`config.mk`:
```
export PLATFORM = sky130hd
export DESIGN_NAME = mem_arbiter
export DESIGN_NICKNAME = d
export VERILOG_FILES = /design/src/rtl/mem_pkg.sv /design/src/rtl/mem_arb_pick.sv /design/src/rtl/mem_arbiter.sv
export SDC_FILE = /design/constraint.sdc
export NUM_CORES = 1
export LEC_CHECK = 0
export CAP_MARGIN = 20
export CELL_PAD_IN_SITES_DETAIL_PLACEMENT = 1
export CELL_PAD_IN_SITES_GLOBAL_PLACEMENT = 2
export CORE_ASPECT_RATIO = 0.8
export CORE_UTILIZATION = 30
export DETAILED_ROUTE_END_ITERATION = 6
export PLACE_DENSITY_LB_ADDON = 0.1
export SYNTH_ARGS = -nofsm -noshare
export SYNTH_HDL_FRONTEND = slang
export SYNTH_SLANG_ARGS = --single-unit
```
`constraint.sdc`:
```
create_clock -name clk -period 2.5 [get_ports clk]
set_input_delay 0.375 -clock clk [delete_from_list [all_inputs] [get_ports clk]]
set_output_delay 0.375 -clock clk [all_outputs]
set_load 0.05 [all_outputs]
```
`src/rtl/mem_pkg.sv`:
```
// Shared types and constants for the memory arbiter.
// Holds the access FSM state encoding, the requester identity and the
// timing constants used by the arbiter, its winner picker and the bench.
package mem_pkg;

  // Access sequencer states: one memory access is SETUP then STROBE.
  typedef enum logic [1:0] {
    ST_IDLE   = 2'd0,
    ST_SETUP  = 2'd1,
    ST_STROBE = 2'd2
  } arb_state_t;

  // Identity of the agent that owns the current access.
  typedef enum logic {
    REQ_CPU = 1'b0,
    REQ_LDR = 1'b1
  } req_id_t;

  // Clock cycles occupied by one memory access (SETUP + STROBE).
  localparam int ACCESS_CYCLES = 2;

  // Consecutive quiet cycles after which a loader session ends.
  localparam int LDR_TIMEOUT   = 16;
  localparam int LDR_CNT_W     = $clog2(LDR_TIMEOUT);

  // Arbitration is allowed from IDLE and, for back-to-back accesses,
  // from STROBE.
  function automatic logic is_arb_state(input arb_state_t s);
    return (s == ST_IDLE) || (s == ST_STROBE);
  endfunction

endpackage : mem_pkg

```
`src/rtl/mem_arb_pick.sv`:
```
// Winner selection between the CPU and the loader.
// Build option: define MEM_ARB_RR_EN for round-robin on conflict (one
// last-winner flop, reset to "loader" so the CPU wins the first conflict);
// leave it undefined for fixed priority with the CPU always winning.
module mem_arb_pick
  import mem_pkg::*;
(
`ifdef MEM_ARB_RR_EN
  input  logic    clk,
  input  logic    rstn,
  input  logic    i_update,
`endif
  input  logic    i_cpu_req,
  input  logic    i_ldr_req,
  output req_id_t o_winner,
  output logic    o_any
);

  logic w_cpu_pref;

`ifdef MEM_ARB_RR_EN
  req_id_t r_last;

  // Remember who won the most recent grant so conflicts alternate.
  always_ff @(posedge clk or negedge rstn) begin
    if (!rstn) begin
      r_last <= REQ_LDR;
    end else if (i_update) begin
      // NOTE: state flops use non-blocking assignments so every flop samples
      // pre-edge values, independent of block ordering.
      r_last <= o_winner;
    end
  end

  assign w_cpu_pref = (r_last == REQ_LDR);
`else
  assign w_cpu_pref = 1'b1;
`endif

  assign o_any = i_cpu_req | i_ldr_req;

  // Pick the winner; a lone requester always wins.
  always_comb begin
    // NOTE: defaulting the output first keeps this block free of latches
    // on paths that do not assign it.
    o_winner = REQ_CPU;
    if (i_cpu_req && i_ldr_req) begin
      o_winner = w_cpu_pref ? REQ_CPU : REQ_LDR;
    end else if (i_ldr_req) begin
      o_winner = REQ_LDR;
    end
  end

endmodule : mem_arb_pick

```
`src/rtl/mem_arbiter.sv`:
```
// Two-master arbiter for an asynchronous SRAM-style bus with active-low
// read (outn) and write (writen) strobes. The CPU issues single reads or
// writes; the loader streams bytes as writes to incrementing addresses.
// Every access is SETUP (address/data stable, strobes high) followed by
// STROBE (one strobe low). Arbitration happens in IDLE and STROBE so a
// continuous stream gets one access every two cycles.
// Build option: MEM_ARB_RR_EN selects round-robin conflict resolution
// (see mem_arb_pick); default is fixed CPU priority.
module mem_arbiter
  import mem_pkg::*;
#(
  parameter int ADDR_W = 16,
  parameter int DATA_W = 8
) (
  input  logic              clk,
  input  logic              rstn,
  // CPU port
  input  logic              cpu_req,
  input  logic              cpu_we,
  input  logic [ADDR_W-1:0] cpu_addr,
  input  logic [DATA_W-1:0] cpu_wdata,
  output logic              cpu_gnt,
  output logic [DATA_W-1:0] cpu_rdata,
  output logic              cpu_rvalid,
  // Loader port
  input  logic              ldr_start,
  input  logic [ADDR_W-1:0] ldr_base,
  input  logic              ldr_valid,
  input  logic [DATA_W-1:0] ldr_data,
  output logic              ldr_ready,
  output logic              ldr_busy,
  // Memory bus
  output logic [ADDR_W-1:0] abus,
  output logic [DATA_W-1:0] mbus_out,
  output logic              mbus_oe,
  input  logic [DATA_W-1:0] mbus_in,
  output logic              outn,
  output logic              writen
);

  localparam logic [LDR_CNT_W-1:0] IDLE_LAST = LDR_CNT_W'(LDR_TIMEOUT - 1);

  // Access sequencer state and registered bus outputs.
  arb_state_t        r_state;
  req_id_t           r_owner;
  logic              r_we;
  logic [ADDR_W-1:0] r_abus;
  logic [DATA_W-1:0] r_wdata;
  logic              r_oe;
  logic              r_outn;
  logic              r_writen;
  logic [DATA_W-1:0] r_rdata;
  logic              r_rvalid;
  logic              r_arb_en;

  // Loader session state.
  logic                 r_ldr_busy;
  logic [ADDR_W-1:0]    r_ldr_addr;
  logic [LDR_CNT_W-1:0] r_idle_cnt;

  // Arbitration wires.
  logic              w_ldr_req;
  logic              w_any_req;
  logic              w_can_grant;
  logic              w_grant;
  logic              w_gnt_cpu;
  logic              w_gnt_ldr;
  req_id_t           w_winner;
  logic [ADDR_W-1:0] w_ldr_cur;
  logic [ADDR_W-1:0] w_sel_addr;
  logic [DATA_W-1:0] w_sel_data;
  logic              w_sel_we;

  assign w_ldr_req = r_ldr_busy & ldr_valid;

  // r_arb_en is cleared asynchronously by reset and set by the first clock
  // edge afterwards, so the combinational grant pulses can never appear
  // while rstn is low or before the first edge with rstn high.
  assign w_can_grant = r_arb_en & is_arb_state(r_state);

  mem_arb_pick u_pick (
`ifdef MEM_ARB_RR_EN
    .clk       (clk),
    .rstn      (rstn),
    .i_update  (w_grant),
`endif
    .i_cpu_req (cpu_req),
    .i_ldr_req (w_ldr_req),
    .o_winner  (w_winner),
    .o_any     (w_any_req)
  );

  assign w_grant   = w_can_grant & w_any_req;
  assign w_gnt_cpu = w_grant & (w_winner == REQ_CPU);
  assign w_gnt_ldr = w_grant & (w_winner == REQ_LDR);

  // A restart in the same cycle as a loader grant writes at the new base.
  assign w_ldr_cur  = ldr_start ? ldr_base : r_ldr_addr;
  assign w_sel_addr = (w_winner == REQ_LDR) ? w_ldr_cur : cpu_addr;
  assign w_sel_data = (w_winner == REQ_LDR) ? ldr_data  : cpu_wdata;
  assign w_sel_we   = (w_winner == REQ_LDR) ? 1'b1      : cpu_we;

  // Access sequencer: grant latch, SETUP/STROBE timing, read capture.
  always_ff @(posedge clk or negedge rstn) begin
    if (!rstn) begin
      r_state  <= ST_IDLE;
      r_owner  <= REQ_CPU;
      r_we     <= 1'b0;
      r_abus   <= '0;
      r_wdata  <= '0;
      r_oe     <= 1'b0;
      r_outn   <= 1'b1;
      r_writen <= 1'b1;
      r_rdata  <= '0;
      r_rvalid <= 1'b0;
      r_arb_en <= 1'b0;
    end else begin
      r_arb_en <= 1'b1;
      r_rvalid <= 1'b0;
      case (r_state)
        ST_SETUP: begin
          r_state  <= ST_STROBE;
          r_outn   <= r_we;
          r_writen <= ~r_we;
        end
        ST_STROBE: begin
          r_state  <= ST_IDLE;
          r_outn   <= 1'b1;
          r_writen <= 1'b1;
          r_oe     <= 1'b0;
          if ((r_owner == REQ_CPU) && !r_we) begin
            r_rdata  <= mbus_in;
            r_rvalid <= 1'b1;
          end
        end
        default: r_state <= ST_IDLE;
      endcase
      // A grant (from IDLE or STROBE) overrides the fall-back to IDLE.
      if (w_grant) begin
        r_state <= ST_SETUP;
        r_owner <= w_winner;
        r_we    <= w_sel_we;
        r_abus  <= w_sel_addr;
        r_wdata <= w_sel_data;
        r_oe    <= w_sel_we;
      end
    end
  end

  // Loader session: start/restart, address walk and quiet-cycle timeout.
  always_ff @(posedge clk or negedge rstn) begin
    if (!rstn) begin
      r_ldr_busy <= 1'b0;
      r_ldr_addr <= '0;
      r_idle_cnt <= '0;
    end else begin
      if (w_gnt_ldr) begin
        r_ldr_addr <= w_ldr_cur + ADDR_W'(1);
      end else if (ldr_start) begin
        r_ldr_addr <= ldr_base;
      end

      if (ldr_start) begin
        r_ldr_busy <= 1'b1;
        r_idle_cnt <= '0;
      end else if (r_ldr_busy) begin
        if (ldr_valid) begin
          r_idle_cnt <= '0;
        end else if (r_idle_cnt == IDLE_LAST) begin
          r_ldr_busy <= 1'b0;
          r_idle_cnt <= '0;
        end else begin
          r_idle_cnt <= r_idle_cnt + LDR_CNT_W'(1);
        end
      end
    end
  end

  assign cpu_gnt    = w_gnt_cpu;
  assign ldr_ready  = w_gnt_ldr;
  assign ldr_busy   = r_ldr_busy;
  assign cpu_rdata  = r_rdata;
  assign cpu_rvalid = r_rvalid;
  assign abus       = r_abus;
  assign mbus_out   = r_wdata;
  assign mbus_oe    = r_oe;
  assign outn       = r_outn;
  assign writen     = r_writen;

endmodule : mem_arbiter

```
==> results of run 1 <==
final timing paths:
path	cells after the start	start	to
max in group asynchronous	2	rstn	writen
min in group clk	2	abus[1]	abus[1]
hold reg to reg	2	abus[1]	abus[1]
setup / recovery	6	r_state[0]	ldr_ready
setup reg to reg	7	r_state[0]	r_ldr_addr[6]
hold / removal	1	rstn	r_idle_cnt[3]
metal layers:
layer / part of all wire / up-vias / track usage
met1: 0.46 / 1240 / 0.2388
met3: 0.073 / 9 / 0.07276
met2: 0.45 / 76 / 0.2734
met5: 0 / - / 0
met4: 0.015 / 0 / 0.06798
li1: - / 1198 / -
metrics by stage:
stage / instances / hold slack, ns / total power [W]
after floorplan: 269 / 0.07941 / 0.002450
after global placement: 511 / 0.3828 / 0.003102
after detailed placement: 511 / 0.3813 / 0.003113
after CTS: 527 / 0.02850 / 0.004545
after global routing: 527 / 0.05515 / 0.004676
final: 527 / 0.01573 / 0.004484
power breakdown:
part	switching (W)	leakage (nW)	total, W	internal (W)
sequential	0.000140	0.753	0.00139	0.00125
combinational	0.00106	1.03	0.00170	0.000641
clock	0.000442	0.166	0.00139	0.000952
total	0.00164	1.95	0.00448	0.00285
synthesized netlist by cell type, drive strengths merged (2+ instances only):
library cell | number | share of area
nand3 | 14 | 0.025
xnor2 | 5 | 0.015
o21ai | 10 | 0.018
nand2b | 2 | 0.0042
nand4 | 4 | 0.0084
a22oi | 12 | 0.030
a221o | 13 | 0.043
buf | 11 | 0.025
dfstp | 2 | 0.018
clkbuf | 2 | 0.0025
nand3b | 6 | 0.015
dfrtp | 60 | 0.50
nand4b | 5 | 0.020
xor2 | 10 | 0.029
a21oi | 3 | 0.0050
mux2 | 9 | 0.034
ha | 5 | 0.021
mux2i | 15 | 0.050
nand2 | 30 | 0.038
a21o | 2 | 0.0050
inv | 11 | 0.014
nor2 | 25 | 0.031
nor3 | 2 | 0.0071
state kept, by name, summed over array words and instances (netlist names), 2 cells and up:
| register | count |
|---|---|
| r_idle_cnt | 4 |
| mbus_out | 8 |
| cpu_rdata | 8 |
| abus | 16 |
| r_ldr_addr | 16 |
| r_state | 2 |
cells in the final DEF (no fill, tap or decap), drive strengths merged:
master,synthesis,layout
dfstp,2,2
nand4b,5,5
dfrtp,60,60
a21oi,3,3
mux2i,15,15
clkdlybuf4s50,0,97
conb,1,1
buf,11,22
a31oi,1,1
nand3b,6,6
a221oi,1,1
nand3,14,14
bufinv,0,2
a222oi,1,1
xor2,10,10
a2111oi,1,1
a211oi,1,1
o22ai,1,1
nor4bb,1,1
nor4,1,1
nor2,25,25
nand4,4,4
a22oi,12,12
clkbuf,2,13
a221o,13,13
xnor2,5,5
o21ai,10,10
clkinv,0,1
mux2,9,9
ha,5,5
a21o,2,2
nand2,30,30
a211o,1,1
inv,11,11
or3,1,1
nand2b,2,2
nor3,2,2
logic make-up (layout without fill, tap and decap cells):
family | count (synthesis) | after routing | share of synthesized area
compound gates | 47 | 47 | 0.1282
xor+xnor | 15 | 15 | 0.04386
fa+ha+maj | 5 | 5 | 0.02089
buf+inv | 24 | 146 | 0.04135
flops | 62 | 62 | 0.5188
mux | 24 | 24 | 0.08396
other cells | 1 | 1 | 0.001252
simple gates | 91 | 91 | 0.1616
worst reg2reg max path, cell delays in order (launching register included):
cell       delay [ns]
dfrtp_1          0.37
inv_1            0.09
ha_1             0.20
o21ai_2          0.13
or3_1            0.45
buf_4            0.21
a2111oi_4        0.22
xnor2_1          0.15
final cells by class:
cell class	count	area, sq um	area share
clock buffer	13	270.3	0.05902
clock inverter	3	65.06	0.01421
sequential	62	1554	0.3393
multi-input combinational	183	1320	0.2883
timing repair buffer	119	1159	0.2530
inverter	11	41.29	0.009016
tap	136	170.2	0.03716
==> results.yml, run 1 <==
setup_path:
  path_cells: "inv_1, ha_1, o21ai_2, or3_1, inv_2, buf_12"
  end_kind: "output pin"
  r2r_setup_slack_ns: 0.60
  critPathSlowestCell: "or3_1"
  crit_family: "simple AND/OR/NAND/NOR gates"
  slowest_delay_ns: 0.45
  path_class: "reg2out"
  start_kind: "flip-flop"
  worstPathRequired_ns: 2.12
  cp_num_buf_inv: 3
  crit_arrival_ns: 1.83
  cp_max_fo: 6
synth:
  synth_cell_types: 43
  ys_async_sr_fraction: 1.000
  ys_seq_area_frac: 0.5188
  yosysWarnings: 0
  ys.flop_type: "dfrtp_1"
  syn_inst: 269
  synth_seq_cells: 62
  synth_area_sq_um: 2995
  syn_nets: 336
  avgSynthCellArea_sq_um: 11.14
  synth_edf_count: 0
clock_tree:
  path_clk_slew_ns: 0.05
  clock_latency_ns: 0.33
  cts_made_buffers: 9
  tritoncts: "built"
  ctsLongestPathBuffers: 2
  htreeDepth: 3
  root_buffer: "clkbuf_16"
  post_cts_buffers: 0
  post_cts_resized: 0
  cts.sink_count: 62
  postCtsHoldBufs: 0
placed_design:
  place_hpwl_um: 6444
  place.gp.congestion: 0.7711
  port_buffers: 100
  placed_cell_area_sq_um: 4244
  dp_slack_ns: 0.06037
timing:
  tightest_slew_ns: 0.5493
  rsz0062_at_grt: "false"
  layout_min_cycle_time_ns: 2.206
  setup_ws_ns: 0.2940
  setup_tns_ns: 0
  slew_viol_final: 0
  skew_ns: 0.008755
  finalSetupViolCount: 0
  max_slew_margin: 0.6310
  hold_viol: 0
  max_freq_ghz: 0.4533
  fin_crit_sh: 0.8824
drt:
  drt_iter0_drc: 73
  wl_um: 8706
  drcViolationCount: 0
  viasPerCell: 4.787
  routedWlPerCell_um: 16.52
  num_vias: 2523
  ant_nets: 0
  first_pass_iters: 6
floorplanning:
  die_h_um: 91.38
  rows: 32
  die_w_um: 113.7
  start_util: 0.3091
  die_area_sq_um: 10390
  ioPinCount: 101
  coreArea_sq_um: 9689
cells_and_area:
  fin_nets: 453
  final_area_sq_um: 4579
  num-fill-cells: 1067
  drive_above_1_share: 0.1483
  synthToLayoutAreaGrowth_pct: 52.88
  diodes: 0
  utilization: 0.4726
global_routing:
  grt_max_degree: 27
  grt_overflow: 0
  grt_pass1_vias: 2722
  antenna_found_initial: 0
  grt_pass1_wl_um: 14220
  grt_use_total: 0.1837
job:
  max-cap-violations: 0
run_status:
  outcome: "completed"
power_and_ir_drop:
  max-vdd-ir-drop_uv: 863.4
  cellLeakagePower_nw: 1.951
  power_density_nw_per_um2: 979.3
worst_hold_path:
  min_path_type: "in2async"
Power figures use the tool's default switching activity.
==> inputs of run 2 (changes only) <==
Settings changed: SKIP_CTS_REPAIR_TIMING set to 1.
==> results of run 2 <==
The final DEF is identical to that of run 1; final timing and power are the same.
